[src/rtl/window3x3.sv]
// 3x3 sliding-window builder fed by three aligned line-buffer rows.
// Emits each in-line window and, one clock later, its unsigned box sum.
module window3x3 #(
  parameter int unsigned ADDR_WIDTH = 7,
  parameter int unsigned DATA_WIDTH = 16,
  parameter int unsigned LENGTH     = 100
) (
  input  logic                      clk,
  input  logic                      rst_n,
  input  logic [DATA_WIDTH-1:0]     data_in_0,
  input  logic [DATA_WIDTH-1:0]     data_in_1,
  input  logic [DATA_WIDTH-1:0]     data_in_2,
  input  logic                      in_valid,
  output logic [9*DATA_WIDTH-1:0]   win_out,
  output logic                      win_valid,
  output logic [DATA_WIDTH+3:0]     win_sum,
  output logic                      sum_valid,
  output logic                      line_done
);

  localparam int unsigned SumWidth = DATA_WIDTH + 4;
  localparam logic [ADDR_WIDTH-1:0] LastCol = ADDR_WIDTH'(LENGTH - 1);

  typedef enum logic [0:0] {StFill, StRun} state_e;

  state_e                  r_state;
  logic [ADDR_WIDTH-1:0]   r_col_cnt;
  logic [DATA_WIDTH-1:0]   r_tap [3][3];
  logic [9*DATA_WIDTH-1:0] r_win_out;
  logic                    r_win_valid;
  logic [SumWidth-1:0]     r_win_sum;
  logic                    r_sum_valid;
  logic                    r_line_done;

  logic [DATA_WIDTH-1:0]   w_din [3];
  logic [SumWidth-1:0]     w_sum;
  logic                    w_last;

  assign w_din[0] = data_in_0;
  assign w_din[1] = data_in_1;
  assign w_din[2] = data_in_2;
  assign w_last   = (r_col_cnt == LastCol);

  always_comb begin
    w_sum = '0;
    for (int i = 0; i < 9; i++) begin
      w_sum = w_sum + SumWidth'(r_win_out[i*DATA_WIDTH +: DATA_WIDTH]);
    end
  end

  always_ff @(posedge clk or negedge rst_n) begin
    if (!rst_n) begin
      r_state     <= StFill;
      r_col_cnt   <= '0;
      r_win_out   <= '0;
      r_win_valid <= 1'b0;
      r_win_sum   <= '0;
      r_sum_valid <= 1'b0;
      r_line_done <= 1'b0;
      for (int r = 0; r < 3; r++) begin
        for (int c = 0; c < 3; c++) begin
          r_tap[r][c] <= '0;
        end
      end
    end else begin
      r_win_valid <= 1'b0;
      r_line_done <= 1'b0;
      r_sum_valid <= r_win_valid;
      if (r_win_valid) begin
        r_win_sum <= w_sum;
      end
      if (in_valid) begin
        for (int r = 0; r < 3; r++) begin
          r_tap[r][2] <= r_tap[r][1];
          r_tap[r][1] <= r_tap[r][0];
          r_tap[r][0] <= w_din[r];
        end
        r_col_cnt   <= w_last ? '0 : r_col_cnt + 1'b1;
        r_line_done <= w_last;
        unique case (r_state)
          StFill: begin
            if (r_col_cnt == ADDR_WIDTH'(1)) begin
              r_state <= StRun;
            end
          end
          StRun: begin
            r_win_valid <= 1'b1;
            // Window is the post-shift tap contents: oldest column first.
            for (int r = 0; r < 3; r++) begin
              r_win_out[(r*3+0)*DATA_WIDTH +: DATA_WIDTH] <= r_tap[r][1];
              r_win_out[(r*3+1)*DATA_WIDTH +: DATA_WIDTH] <= r_tap[r][0];
              r_win_out[(r*3+2)*DATA_WIDTH +: DATA_WIDTH] <= w_din[r];
            end
            if (w_last) begin
              r_state <= StFill;
            end
          end
          default: r_state <= StFill;
        endcase
      end
    end
  end

  assign win_out   = r_win_out;
  assign win_valid = r_win_valid;
  assign win_sum   = r_win_sum;
  assign sum_valid = r_sum_valid;
  assign line_done = r_line_done;

endmodule

[config.mk]
export PLATFORM = sky130hd
export DESIGN_NAME = window3x3
export DESIGN_NICKNAME = d
export VERILOG_FILES = /design/src/rtl/window3x3.sv
export SDC_FILE = /design/constraint.sdc
export NUM_CORES = 1
export LEC_CHECK = 0
export BUFFER_PORTS_ARGS = -buffer_cell sky130_fd_sc_hd__buf_2
export CAP_MARGIN = 15
export CORE_ASPECT_RATIO = 1.25
export CORE_MARGIN = 2
export CORE_UTILIZATION = 50
export DETAILED_ROUTE_END_ITERATION = 10
export PLACE_DENSITY = 0.72
export SYNTH_ARGS = -nofsm -noshare
export SYNTH_HDL_FRONTEND = slang
export SYNTH_SLANG_ARGS = --single-unit
[constraint.sdc]
create_clock -name clk -period 5.58 [get_ports clk]
set_input_delay 0.558 -clock clk [delete_from_list [all_inputs] [get_ports clk]]
set_output_delay 0.558 -clock clk [all_outputs]
set_load 0.01 [all_outputs]
==> key figures, run 1 <==
Logic synthesis
  – Synthesized instance count: between 1000 and 1500
  – Average size of a mapped cell: 13.2 um2
  – Yosys reg bits: between 200 and 300
  – Ys flop type: dfrtp_1
  – Fraction of registers with async set/reset: 1.00
  – Synth Warn #: 0
  – Post-Syn Nets: approximately 1200
  – Cell variety after synth: 53
  – Post-synth EDFFs: 0
  – Yosys top cell by area: dfrtp_1
  – Mapped Area: about 14000 um2
  – Synth area leaders: dfrtp_1, mux2_2, fa_1, inv_1, ha_1
  – Share of the synthesized area in the top cell type: 0.494
  – Sequential element share of the synthesized area: 0.494

Final layout
  – P&R area growth vs syn: 17.3%
  – Antenna cells: 0
  – Layout cell share with drive strength beyond 1: 0.385
  – Final net count: 1442
  – Final Util: 0.598

Floorplan
  – # IOs: 218
  – Starting Density: 0.510
  – Die Y: 189 um
  – FP Rows: 67
  – Core box area: 26900 um2
  – Die Wd: 152 um
  – Die area: around 29000 um2

Place
  – Pre-CTS setup slack: 1.10 ns
  – DP HPWL: 22400 um
  – IO buf count: 217
  – Final RePlAce weighted congestion: 0.812

Setup path
  – CP arrival: 4.88 ns
  – Critical path peak fanout: 9
  – CP endpoint kind: flop
  – CP startpoint kind: flop
  – WS Path Type: flop to flop
  – Critical Path RT: approximately 6.0 ns

Timing
  – Clock Skews: 0.0136 ns
  – Max Freq: ~0.22 GHz
  – Final-report max-slew violation count: 0
  – Hold Fails Final Rpt: 0
  – Setup WS post-layout: 1.10 ns
  – RSZ-0062 raised after global routing: false
  – Hold Slack: 0.239 ns
  – Slew HR: 0.300
  – Setup Viol. Count Final: 0
  – Fin crit share: 0.803
  – Slew @ Worst Pin: roughly 1.1 ns
  – Crit path time final: 4.48 ns
  – Setup TNS: 0 ns

GRT
  – Grt ovf: 0
  – Initial antenna violation count: 0
  – First-pass GRT wire length: approximately 48000 um
  – GRT Util Overall: 0.211
  – Largest net degree at the start of global routing: 132
  – Vias in the first global route: 8908

Drt
  – Vias: 8454
  – DR pass1 iterations: 4
  – Post-DRT Antenna Nets: 0
  – # DRC: 0
  – Final wirelength: 30000 um
  – Iter 0 DRT Violations: about 320
  – Post-DR wirelength/cell: 18.5 um
  – Vias per std cell: 5.21

Clock network
  – CTS tree: done
  – Clock Path Buffers: 3
  – Clock Pin Slew Worst Setup and Hold Paths: 0.06 ns
  – Worst skew pair latency: around 0.55 ns
  – Root buffer cell: clkbuf_16
  – Postcts setup bufs: 0
  – TritonCTS Buffers: 29
  – Total number of H-tree levels: 1
  – Clock sinks: ~270

Worst hold path
  – Hold crit path type: input pin to flop

Run status
  – Status: completed

Job
  – Max-cap violations: 0
==> what timing repair did <==
action / 4_1_cts / 5_1_grt
gates resized for setup: 0 / 0
hold buffers: 1 / 0
endpoints found under the hold margin: 43 / 0
==> critical path: stages (launching register included) <==
cell and delay [ns]:
dfrtp_1 0.35, inv_1 0.08, fa_1 0.54, inv_1 0.06, fa_1 0.50, fa_1 0.54, inv_1 0.05, fa_1 0.47
inv_1 0.07, ha_1 0.17, inv_1 0.07, fa_1 0.41, nor2b_2 0.15, o211ai_1 0.12, a31oi_2 0.41, a311o_1 0.23
o221ai_1 0.10
==> placed cells by master, fill, tap and decap left out, types with 3 or more instances in the layout <==
master / count
clkinv_2: 8
clkbuf_1: 4
nand3_1: 7
inv_1: 159
o211ai_1: 6
o21a_1: 6
o21ai_0: 47
and3_1: 7
buf_2: 215
ha_1: 23
o31ai_1: 3
nand4_1: 5
dfrtp_1: 271
nor3_1: 4
a21oi_1: 13
mux2_2: 205
mux2i_1: 5
buf_4: 6
clkinv_4: 3
fa_1: 110
clkbuf_8: 6
nor2_1: 9
a21o_1: 6
clkbuf_16: 29
xnor2_1: 8
nand2_1: 65
o221ai_1: 4
==> state kept, by name (all words and copies together), names as in the netlist <==
register / count
line_done: 1
r_tap: 96
win_valid: 1
r_col_cnt: 7
win_sum: 20
r_state: 1
sum_valid: 1
win_out: 144
==> layer usage <==
metal / share of wire / vias to the layer above / global-route usage
met3: 0.068 / 46 / 0.0524
met4: 0.022 / 0 / 0.0503
met5: 0 / - / 0
met1: 0.43 / 4327 / 0.293
li1: - / 3862 / -
met2: 0.48 / 219 / 0.339
==> cell usage after synthesis, types with 6 or more instances <==
cell,n
dfrtp_1,271
mux2_2,205
inv_1,160
fa_1,110
nand2_1,66
o21ai_0,47
buf_2,25
ha_1,23
a21oi_1,13
clkbuf_1,13
nor2_1,9
xnor2_1,8
and3_1,7
nand3_1,7
a21o_1,6
o211ai_1,6
o21a_1,6
==> metrics by stage <==
stage	cells	cell area, um2
after floorplan	1041	13700
after global placement	1570	15100
after detailed placement	1570	15100
after CTS	1623	16100
after global routing	1624	16100
final	1624	16100
==> worst paths after layout <==
path,to,from,slack (ns),cells after the start
worst max-delay path,win_sum[16]$_DFFE_PN0P_,win_out[2]$_DFFE_PN0P_,1.10,16
worst min-delay path,win_out[46]$_DFFE_PN0P_,data_in_0[14],0.24,3
worst max register to register,win_sum[16]$_DFFE_PN0P_,win_out[2]$_DFFE_PN0P_,1.10,16
worst min register to register,win_sum[9]$_DFFE_PN0P_,win_sum[9]$_DFFE_PN0P_,0.48,2
max in group asynchronous,win_out[40]$_DFFE_PN0P_,rst_n,3.72,3
min in group asynchronous,win_out[100]$_DFFE_PN0P_,rst_n,0.55,2
==> cell families (layout without fill, tap and decap cells) <==
| kind of cell | after synthesis | in the layout | share of synthesized area |
|---|---|---|---|
| multiplexers | 210 | 210 | 0.172 |
| flip-flops | 271 | 271 | 0.494 |
| AO/OA/AOI/OAI | 111 | 111 | 0.0547 |
| XOR/XNOR | 9 | 9 | 0.00575 |
| AND/OR/NAND/NOR | 107 | 107 | 0.0348 |
| buffers and inverters | 200 | 438 | 0.0570 |
| adder cells (fa/ha/maj) | 133 | 133 | 0.181 |
==> area by class of cell <==
cell class                 count  area [um2]
fill                        2209       10800
clock inverter                13         104
timing repair buffer         225        1190
tap                          345         432
clock buffer                  39         823
inverter                     161         604
sequential                   271        6780
multi-input combinational    570        6160
Power of run 1 is not shown: default switching activity piles up to over one toggle a cycle in this logic, so the estimate is an artifact.
==> run 2, diff against run 1 <==
--- a/config.mk
+++ b/config.mk
@@ -11,7 +11,7 @@
 export CORE_MARGIN = 2
 export CORE_UTILIZATION = 50
 export DETAILED_ROUTE_END_ITERATION = 10
-export PLACE_DENSITY = 0.72
+export PLACE_DENSITY = 0.75
 export SYNTH_ARGS = -nofsm -noshare
 export SYNTH_HDL_FRONTEND = slang
 export SYNTH_SLANG_ARGS = --single-unit
==> constraint.sdc (replaced) <==
create_clock -name clk -period 4 [get_ports clk]
set_input_delay 0.4 -clock clk [delete_from_list [all_inputs] [get_ports clk]]
set_output_delay 0.4 -clock clk [all_outputs]
set_load 0.01 [all_outputs]
==> run 2 against run 1 <==
  * Register-to-register slack got worse by 1.3 ns
  * Clock skew about the same
  * The run now ends with negative hold slack, negative setup slack left
  * Sequential share of layout area decreased by 2.2 points
  * Highest routed layer is now met5
  * Core utilization increased by 3.3 points
  * Worst setup slack got worse by 1.3 ns
  * Global-route usage increased by 1.4 points
  * Hold slack got worse by 0.26 ns
  * First-iteration DRC count increased by 26%
==> key figures, run 2 (synthesis results as in run 1) <==
Clock network
  – Root buffer cell: clkbuf_16
  – Clock sinks: 271
  – Clock Pin Slew Worst Setup and Hold Paths: 0.06 ns
  – TritonCTS Buffers: 27
  – Total number of H-tree levels: 1
  – Worst skew pair latency: 0.54 ns
  – Number of hold buffers added after CTS: 0
  – CTS tree: done
  – Clock Path Buffers: 3

Timing
  – Fin crit share: 1.05
  – Final-report max-slew violation count: 0
  – Setup WS post-layout: -0.200 ns
  – Clock Skews: 0.0141 ns
  – RSZ-0062 raised after global routing: true
  – Max Freq: approximately 0.24 GHz
  – Hold Slack: -0.0205 ns
  – Setup TNS: -1.13 ns
  – Slew @ Worst Pin: 1.05 ns
  – Setup Viol. Count Final: 10
  – Hold Fails Final Rpt: 22
  – Slew HR: 0.297
  – Crit path time final: 4.20 ns

Drt
  – # DRC: 0
  – Vias: 8831
  – Post-DR wirelength/cell: 18.5 um
  – DR pass1 iterations: 4
  – Iter 0 DRT Violations: between 400 and 500
  – Post-DRT Antenna Nets: 0
  – Final wirelength: 31900 um
  – Vias per std cell: around 5.1

GRT
  – Largest net degree at the start of global routing: 125
  – Grt ovf: 0
  – Initial antenna violation count: 3
  – GRT Util Overall: 0.224
  – Vias in the first global route: roughly 9700
  – First-pass GRT wire length: around 52000 um

Setup path
  – Reg2Reg Depth: 17
  – CP arrival: 4.59 ns
  – Flop2flop setup slack: -0.20 ns
  – CP endpoint kind: flop
  – CP dominant cell by count: fa_1
  – CP Cell Sequence: inv_2 > fa_1 > inv_2 > fa_1 > fa_1 > inv_1 > fa_1 > inv_1 > ha_2 > inv_2 > fa_2 > nor2b_2 > o211ai_1 > a31oi_2 > buf_6 > a311o_1 > o221ai_2
  – Slowest stage delay, CP: 0.55 ns
  – Critical path peak fanout: 9
  – Critical Path RT: 4.39 ns
  – CP endpoint: win_sum[16]$_DFFE_PN0P_
  – R2R Path End: win_sum[16]$_DFFE_PN0P_
  – RR Startpoint: win_out[2]$_DFFE_PN0P_
  – Critical Path Start: win_out[2]$_DFFE_PN0P_
  – WS Path Type: flop to flop
  – CP max-delay cell: fa_1
  – CP startpoint kind: flop

Run status
  – Failing checks: negative hold slack, negative setup slack
  – Status: finished with violations

Floorplan
  – FP Rows: 67
  – Die Y: between 150 and 200 um
  – Die Wd: 152 um
  – # IOs: 218
  – Core box area: between 20000 and 30000 um2
  – Die area: 28800 um2
  – Starting Density: 0.510

Job
  – Max-cap violations: 0

Final layout
  – Max reg flops: 144
  – Layout cell share with drive strength beyond 1: 0.445
  – Most common cell after layout, fill and taps aside: dfrtp_1
  – P&R area growth vs syn: 23.8%
  – Final net count: 1542
  – Layout filler cell count: 2060
  – Most frequent cells in the layout: dfrtp_1, buf_2, mux2_2

Worst hold path
  – Hold crit path type: input pin to asynchronous set/reset pin

Place
  – Final RePlAce weighted congestion: 0.791
  – DP HPWL: 23500 um
  – IO buf count: approximately 220
==> run 2: how the worst min path moves through the flow <==
stage | startpoint | end | slack (ns) | cells past startpoint
final | rst_n | win_out[116]$_DFFE_PN0P_ | -0.02 | 1
after global routing | rst_n | win_out[132]$_DFFE_PN0P_ | 0.03 | 1
after CTS | rst_n | win_out[132]$_DFFE_PN0P_ | 0.01 | 1
after detailed placement | r_tap[122]$_DFFE_PN0P_ | win_out[10]$_DFFE_PN0P_ | 0.48 | 2
after global placement | r_tap[123]$_DFFE_PN0P_ | win_out[11]$_DFFE_PN0P_ | 0.46 | 2
after floorplan | rst_n | line_done$_DFF_PN0_ | 0.10 | 0
==> run 2: through the flow <==
stage / setup WS, ns / instances / cell area, um2 / util
after floorplan: -0.0583 / 1041 / 13800 / -
after global placement: -0.0716 / 1668 / 15900 / 0.592
after detailed placement: -0.191 / 1668 / 15900 / 0.592
after CTS: -0.180 / 1721 / 16900 / 0.629
after global routing: -0.376 / 1724 / 17000 / 0.631
final: -0.200 / 1725 / 17000 / 0.631
==> run 2: cell type report <==
type	instances	area, um2	share of cell area
sequential	271	6780	0.399
clock buffer	40	764	0.0450
timing repair buffer	327	1970	0.116
clock inverter	9	151	0.00891
antenna	2	5.00	0.000295
inverter	161	604	0.0356
tap	345	432	0.0254
multi-input combinational	570	6280	0.370
==> run 2: layer usage <==
| metal | vias to the layer above | GRT usage | part of all wire |
|---|---|---|---|
| met5 | - | 0 | 0.00041 |
| met4 | 2 | 0.0647 | 0.025 |
| met3 | 53 | 0.0533 | 0.060 |
| met2 | 228 | 0.371 | 0.48 |
| met1 | 4480 | 0.300 | 0.43 |
| li1 | 4068 | - | - |
==> run 2: repair_timing <==
action	in CTS	in global routing
setup endpoints to repair	13	14
pin swaps	22	13
gates resized for setup	14	12
buffers inserted	4	2
==> run 2: worst max-delay path: cells and delay by family (launching register included) <==
family	cells	cell delay (ns)
compound gates	4	0.61
flops	1	0.36
buf+inv	6	0.42
fa+ha+maj	6	2.53
simple gates	1	0.13
Power of run 2 is left out for the same reason.
